<file path="config.mk">
export PLATFORM = sky130hd
export DESIGN_NAME = first_counter_sequencer
export DESIGN_NICKNAME = d
export VERILOG_FILES = /design/src/rtl/first_counter_seq_pkg.sv /design/src/rtl/prescale_tick_gen.sv /design/src/rtl/first_counter_sequencer.sv
export SDC_FILE = /design/constraint.sdc
export NUM_CORES = 1
export LEC_CHECK = 0
export BUFFER_PORTS_ARGS = -buffer_cell sky130_fd_sc_hd__buf_2
export CAP_MARGIN = 20
export CORE_MARGIN = 8
export CORE_UTILIZATION = 51
export CTS_CLUSTER_SIZE = 10
export DETAILED_ROUTE_END_ITERATION = 10
export PLACE_DENSITY_LB_ADDON = 0.25
export SLEW_MARGIN = 25
export SYNTH_ARGS = -nofsm -noshare
export SYNTH_HDL_FRONTEND = slang
export SYNTH_SLANG_ARGS = --single-unit
export TNS_END_PERCENT = 100
</file>
<file path="constraint.sdc">
create_clock -name clk -period 2.14 [get_ports clk]
set_input_delay 0.214 -clock clk [delete_from_list [all_inputs] [get_ports clk]]
set_output_delay 0.214 -clock clk [all_outputs]
set_load 0.01 [all_outputs]
</file>
<file path="src/rtl/first_counter_seq_pkg.sv">
// Shared types and default widths for the first_counter_sequencer block.
//   seq_state_t         : 3-bit sequencer state encoding
//   DEFAULT_PRESCALE_W  : default width of the prescale value
//   DEFAULT_LEN_W       : default width of burst length / tick counter
package first_counter_seq_pkg;

    localparam int unsigned DEFAULT_PRESCALE_W = 8;
    localparam int unsigned DEFAULT_LEN_W      = 8;

    typedef enum logic [2:0] {
        ST_IDLE  = 3'd0,
        ST_CLEAR = 3'd1,
        ST_RUN   = 3'd2,
        ST_HOLD  = 3'd3,
        ST_DONE  = 3'd4
    } seq_state_t;

endpackage

</file>
<file path="src/rtl/prescale_tick_gen.sv">
// Prescale down-counter producing the registered enable tick.
// cnt_q is the count of the current cycle; a RUN cycle at count 0 is a tick.
//   clk, reset : clock, async active-high reset
//   load       : load load_val (first RUN cycle follows)
//   load_val   : latched prescale, also the reload value after each tick
//   hold       : next cycle is not a RUN cycle; suppress the tick
//   run        : current cycle is a RUN cycle; consume one count
//   tick       : registered, high in RUN cycles whose count is 0
module prescale_tick_gen
    import first_counter_seq_pkg::*;
#(
    parameter int unsigned W = DEFAULT_PRESCALE_W
) (
    input  logic         clk,
    input  logic         reset,
    input  logic         load,
    input  logic [W-1:0] load_val,
    input  logic         hold,
    input  logic         run,
    output logic         tick
);

    logic [W-1:0] cnt_q;
    logic [W-1:0] cnt_d;

    // Count for the next cycle; frozen whenever the current cycle is not RUN.
    always_comb begin
        cnt_d = cnt_q;
        if (load) begin
            cnt_d = load_val;
        end else if (run) begin
            cnt_d = (cnt_q == '0) ? load_val : cnt_q - W'(1);
        end
    end

    always_ff @(posedge clk or posedge reset) begin
        if (reset) begin
            cnt_q <= '0;
            tick  <= 1'b0;
        end else begin
            cnt_q <= cnt_d;
            tick  <= !hold && (cnt_d == '0);
        end
    end

endmodule

</file>
<file path="src/rtl/first_counter_sequencer.sv">
// Control stage for the 4-bit overflow counter: start/stop/pause commands
// become a one-cycle clear followed by prescaled single-cycle enable ticks.
// Optional feature macro: FIRST_COUNTER_SEQ_OVF_STOP_EN (end run on overflow_in).
//   clk, reset     : clock, async active-high reset
//   start/stop     : run commands; pause is a level hold request
//   prescale       : tick period minus 1, latched at start
//   burst_len      : ticks per run (0 = free-run), latched at start
//   overflow_in    : counter overflow flag
//   counter_clear  : one-cycle clear pulse to the counter
//   counter_enable : one-cycle enable tick
//   busy, done     : run in progress / one-cycle completion pulse
//   ticks_issued   : ticks completed in the current or last run
//   ovf_stop       : last run ended on overflow (sticky)
module first_counter_sequencer
    import first_counter_seq_pkg::*;
#(
    parameter int unsigned PRESCALE_W = DEFAULT_PRESCALE_W,
    parameter int unsigned LEN_W      = DEFAULT_LEN_W
) (
    input  logic                  clk,
    input  logic                  reset,
    input  logic                  start,
    input  logic                  stop,
    input  logic                  pause,
    input  logic [PRESCALE_W-1:0] prescale,
    input  logic [LEN_W-1:0]      burst_len,
    input  logic                  overflow_in,
    output logic                  counter_clear,
    output logic                  counter_enable,
    output logic                  busy,
    output logic                  done,
    output logic [LEN_W-1:0]      ticks_issued,
    output logic                  ovf_stop
);

    seq_state_t            state_q;
    seq_state_t            state_d;
    logic [PRESCALE_W-1:0] pre_q;
    logic [LEN_W-1:0]      len_q;
    logic [LEN_W-1:0]      ticks_d;
    logic                  clear_d;
    logic                  busy_d;
    logic                  done_d;
    logic                  ovf_d;
    logic                  ovf_hit_c;
    logic                  final_tick_c;
    logic                  launch_c;
    logic                  gen_load;
    logic                  gen_hold;
    logic                  gen_run;

`ifdef FIRST_COUNTER_SEQ_OVF_STOP_EN
    assign ovf_hit_c = overflow_in;
`else
    logic unused_overflow;
    assign unused_overflow = overflow_in;
    assign ovf_hit_c       = 1'b0;
`endif

    assign launch_c = (state_q == ST_IDLE) && start;

    // The tick in the current cycle is the one that completes the burst.
    assign final_tick_c = counter_enable && (len_q != '0) &&
                          (LEN_W'(ticks_issued + LEN_W'(1)) == len_q);

    // State register.
    always_ff @(posedge clk or posedge reset) begin
        if (reset) begin
            state_q <= ST_IDLE;
        end else begin
            state_q <= state_d;
        end
    end

    // Next state: stop > overflow > burst complete > pause.
    always_comb begin
        state_d = state_q;
        case (state_q)
            ST_IDLE: begin
                if (start) state_d = ST_CLEAR;
            end
            ST_CLEAR: begin
                state_d = stop ? ST_DONE : ST_RUN;
            end
            ST_RUN: begin
                if (stop || ovf_hit_c || final_tick_c) begin
                    state_d = ST_DONE;
                end else if (pause) begin
                    state_d = ST_HOLD;
                end
            end
            ST_HOLD: begin
                if (stop || ovf_hit_c) begin
                    state_d = ST_DONE;
                end else if (!pause) begin
                    state_d = ST_RUN;
                end
            end
            ST_DONE: begin
                state_d = ST_IDLE;
            end
            default: begin
                state_d = ST_IDLE;
            end
        endcase
    end

    // Next values of the registered outputs, derived from the next state.
    always_comb begin
        clear_d  = (state_d == ST_CLEAR);
        busy_d   = (state_d == ST_CLEAR) || (state_d == ST_RUN) || (state_d == ST_HOLD);
        done_d   = (state_d == ST_DONE);
        ticks_d  = ticks_issued;
        ovf_d    = ovf_stop;
        gen_load = (state_q == ST_CLEAR);
        gen_run  = (state_q == ST_RUN);
        gen_hold = (state_d != ST_RUN);
        if (launch_c) begin
            ticks_d = '0;
            ovf_d   = 1'b0;
        end else begin
            if (counter_enable) begin
                ticks_d = ticks_issued + LEN_W'(1);
            end
            if (((state_q == ST_RUN) || (state_q == ST_HOLD)) && !stop && ovf_hit_c) begin
                ovf_d = 1'b1;
            end
        end
    end

    // Output and run-parameter registers.
    always_ff @(posedge clk or posedge reset) begin
        if (reset) begin
            counter_clear <= 1'b0;
            busy          <= 1'b0;
            done          <= 1'b0;
            ticks_issued  <= '0;
            ovf_stop      <= 1'b0;
            pre_q         <= '0;
            len_q         <= '0;
        end else begin
            counter_clear <= clear_d;
            busy          <= busy_d;
            done          <= done_d;
            ticks_issued  <= ticks_d;
            ovf_stop      <= ovf_d;
            if (launch_c) begin
                pre_q <= prescale;
                len_q <= burst_len;
            end
        end
    end

    prescale_tick_gen #(
        .W(PRESCALE_W)
    ) u_tick_gen (
        .clk      (clk),
        .reset    (reset),
        .load     (gen_load),
        .load_val (pre_q),
        .hold     (gen_hold),
        .run      (gen_run),
        .tick     (counter_enable)
    );

endmodule

</file>
==> impl_metrics.toml <==
[outcome]
status = "finished with violations"
violations = "negative setup slack"

[detailed_routing]
drtIter0Drc = 117
vias = 1899
ant_nets = 0
drc_errors = 0
dr.pass1.iters = 4
vias_per_cell = 5.64
wl_per_cell_um = 16.2
drt-total-wl_mm = 5.46

[sta]
fin_ws_ps = -81.4
setup_violations = 1
min_period_ps = 2220
rsz0062_at_grt = "yes"
slew_headroom = 0.605
fin_skew_ps = 7.06
final-hold-violation-count = 0
finalMaxSlewViolations = 0
tightest_slew_ps = 592
max_freq_mhz = 450
period_share = 1.04

[floorplan]
die_y_um = 82.1
ios = 35
fp.dieW_um = 82.1
start_util = 0.520
fp-row-count = 24
coreArea_um2 = 4290
die_area_um2 = 6750

[pwr]
internal_power_mw = 2.05
combPwrFrac = 0.452
switching_share = 0.375
clkPwrFrac = 0.168
power.switching_mw = 1.23
power_leakage_nw = 1.29
irDropWorstVdd_mv = 0.658
p_total_mw = 3.28
pwr-share-seq = 0.380
p_per_area_nw_per_um2 = 1140

[placed_design]
routabilityCongestion = 0.916
place_inst = 327
post-place-ws_ps = -101
place_hpwl_mm = 4.18
port_buffers = 32

[critical_path]
critPathSlowestCell = "or4b_1"
startpoint_type = "flip-flop"
ff2ff_setup_slack_ps = -80
path_depth = 7
cp_cell_sequence = "nor4_4 -> buf_4 -> a31oi_1 -> o22ai_1 -> a32oi_1 -> or4b_1 -> nor4_2"
cp_top_family = "simple AND/OR/NAND/NOR gates"
rr_worst_depth = 7
cp.required_ps = 2340
end_kind = "flip-flop"
critPathMaxFanout = 5
crit_start = "u_tick_gen.cnt_q[5]$_DFF_PP0_"
reg2reg_to = "u_tick_gen.tick$_DFF_PP0_"
cp_num_buf_inv = 1
max_stage_delay_ps = 560
crit_end = "u_tick_gen.tick$_DFF_PP0_"
critical_path_class = "flip-flop to flip-flop"
arrival_ps = 2420
r2r_start = "u_tick_gen.cnt_q[5]$_DFF_PP0_"

[clocking]
clk_pin_slew_ps = 80
numCtsBuffers = 5
max-clock-path-buffers = 2
cts_tree = "built"
insertion_delay_ps = 290
cts-root-buf = "clkbuf_8"
numClockSinks = 39
cts_max_level = 2

[yosys]
synth_area_per_cell_um2 = 10.1
ys_top_cells_by_count = "dfrtp_1 (39), nor2_1 (21), mux2_2 (16), nand2_1 (12), xor2_1 (12)"
synth_largest_area_cell = "dfrtp_1"
syn_inst = 220
yosysTopAreaCellShare = 0.437
async_flop_share = 1.00
synth.most_common_cell = "dfrtp_1"
yosys_warnings = 0
synth_area_um2 = 2230
synth_cell_types = 54
ys.flop_type = "dfrtp_1"
synth-seq-cells = 39
seq_area_frac_synth = 0.437
synth_nets = 245
yosys-top-cells-area = "dfrtp_1 (44%), mux2_2 (8.1%), xor2_1 (4.7%)"
synth_edf_count = 0

[global_route]
grt_pass1_vias = 1992
grt_max_degree = 26
grt-ovfl-total = 0
grt_pass1_wl_mm = 9.42
antenna_found_initial = 0
grt_usage = 0.178

[cells_and_area]
nNetsFinal = 309
diodes = 0
drive_gt1_frac = 0.407
instances_no_fill = 337
area_growth_pct = 29.3
regArea_um2 = 977
multi_input_area_um2 = 1260
fill_cells = 352
final_util = 0.672

[worst_hold_path]
hold_class = "input pin to flip-flop"

[run]
max_cap_viol_count = 0
power groups by stage:
stage | registers (mW) | logic, mW | clock network (mW)
after floorplan | 1.22 | 0.905 | 0
after global placement | 1.25 | 1.38 | 0
after detailed placement | 1.25 | 1.41 | 0
after CTS | 1.24 | 1.45 | 0.566
after global routing | 1.29 | 1.63 | 0.590
final | 1.25 | 1.48 | 0.552
cells in the final DEF (no fill, tap or decap), types with 4 or more instances in the layout:
cell type   n
inv_1       4
clkbuf_8    7
nor2_1     20
nand4_1     6
xor2_1     11
mux2_2     16
o21ai_0     6
nor3_1      7
nand2b_1    4
dfrtp_1    38
nand2_1    12
buf_4      35
o211ai_1    6
a21oi_1     6
buf_2      32
worst reg2reg max path: cells and delay by family, from the launching register on:
family                 cells  cell delay (ps)
DFF                        1              420
and+or+nand+nor            3             1170
buffers and inverters      1              190
AOI/OAI and AO/OA          3              350
flip-flops by register name (all words and copies together), names as in the netlist, 3 cells and up:
name	cells
ticks_issued	8
state_q	3
len_q	8
pre_q	8
u_tick_gen.cnt_q	8
per-layer routing:
metal / global-route usage / part of all wire / wire [um] / up-vias
li1: - / - / - / 930
met1: 0.219 / 0.44 / 2400 / 917
met2: 0.294 / 0.49 / 2700 / 40
met3: 0.0465 / 0.049 / 269 / 12
met4: 0.0667 / 0.017 / 94 / 0
met5: 0 / 0 / 0 / -
through the flow:
step	hold slack [ps]	cell area, um^2	setup TNS [ps]
after detailed placement	306	2700	-169
final	122	2890	-81.4
after global placement	300	2700	-56.7
after global routing	141	2890	-188
after floorplan	331	2250	0
after CTS	119	2850	-71.3
worst min path at each step:
stage | from | endpoint | cells past startpoint
after detailed placement | reset | ticks_issued[1]$_DFFE_PP0P_ | 2
after floorplan | prescale[5] | pre_q[5]$_DFFE_PP0P_ | 2
after global placement | reset | len_q[0]$_DFFE_PP0P_ | 2
after global routing | prescale[5] | pre_q[5]$_DFFE_PP0P_ | 3
after CTS | prescale[5] | pre_q[5]$_DFFE_PP0P_ | 3
final | prescale[5] | pre_q[5]$_DFFE_PP0P_ | 3
cell type report:
class / count / share of cell area
clock inverter: 1 / 0.00260
sequential: 39 / 0.339
inverter: 6 / 0.00781
tap: 52 / 0.0225
clock buffer: 7 / 0.0334
timing repair buffer: 69 / 0.157
multi-input combinational: 163 / 0.438
kinds of logic after synthesis:
| family | count (synthesis) | share of synthesized area |
|---|---|---|
| buf+inv | 18 | 0.0365 |
| simple gates | 79 | 0.214 |
| fa+ha+maj | 3 | 0.0168 |
| other cells | 1 | 0.00168 |
| flops | 39 | 0.437 |
| compound gates | 48 | 0.149 |
| mux | 17 | 0.0852 |
| xor+xnor | 15 | 0.0589 |
repair_timing:
item | 4_1_cts | 5_1_grt
setup endpoints to repair | 4 | 5
pin swaps | 4 | 9
hold endpoints to repair | 14 | 0
buffers inserted | 0 | 1
gates resized for setup | 7 | 5
hold buffers | 1 | 0
(Power assumes the default switching activity.)
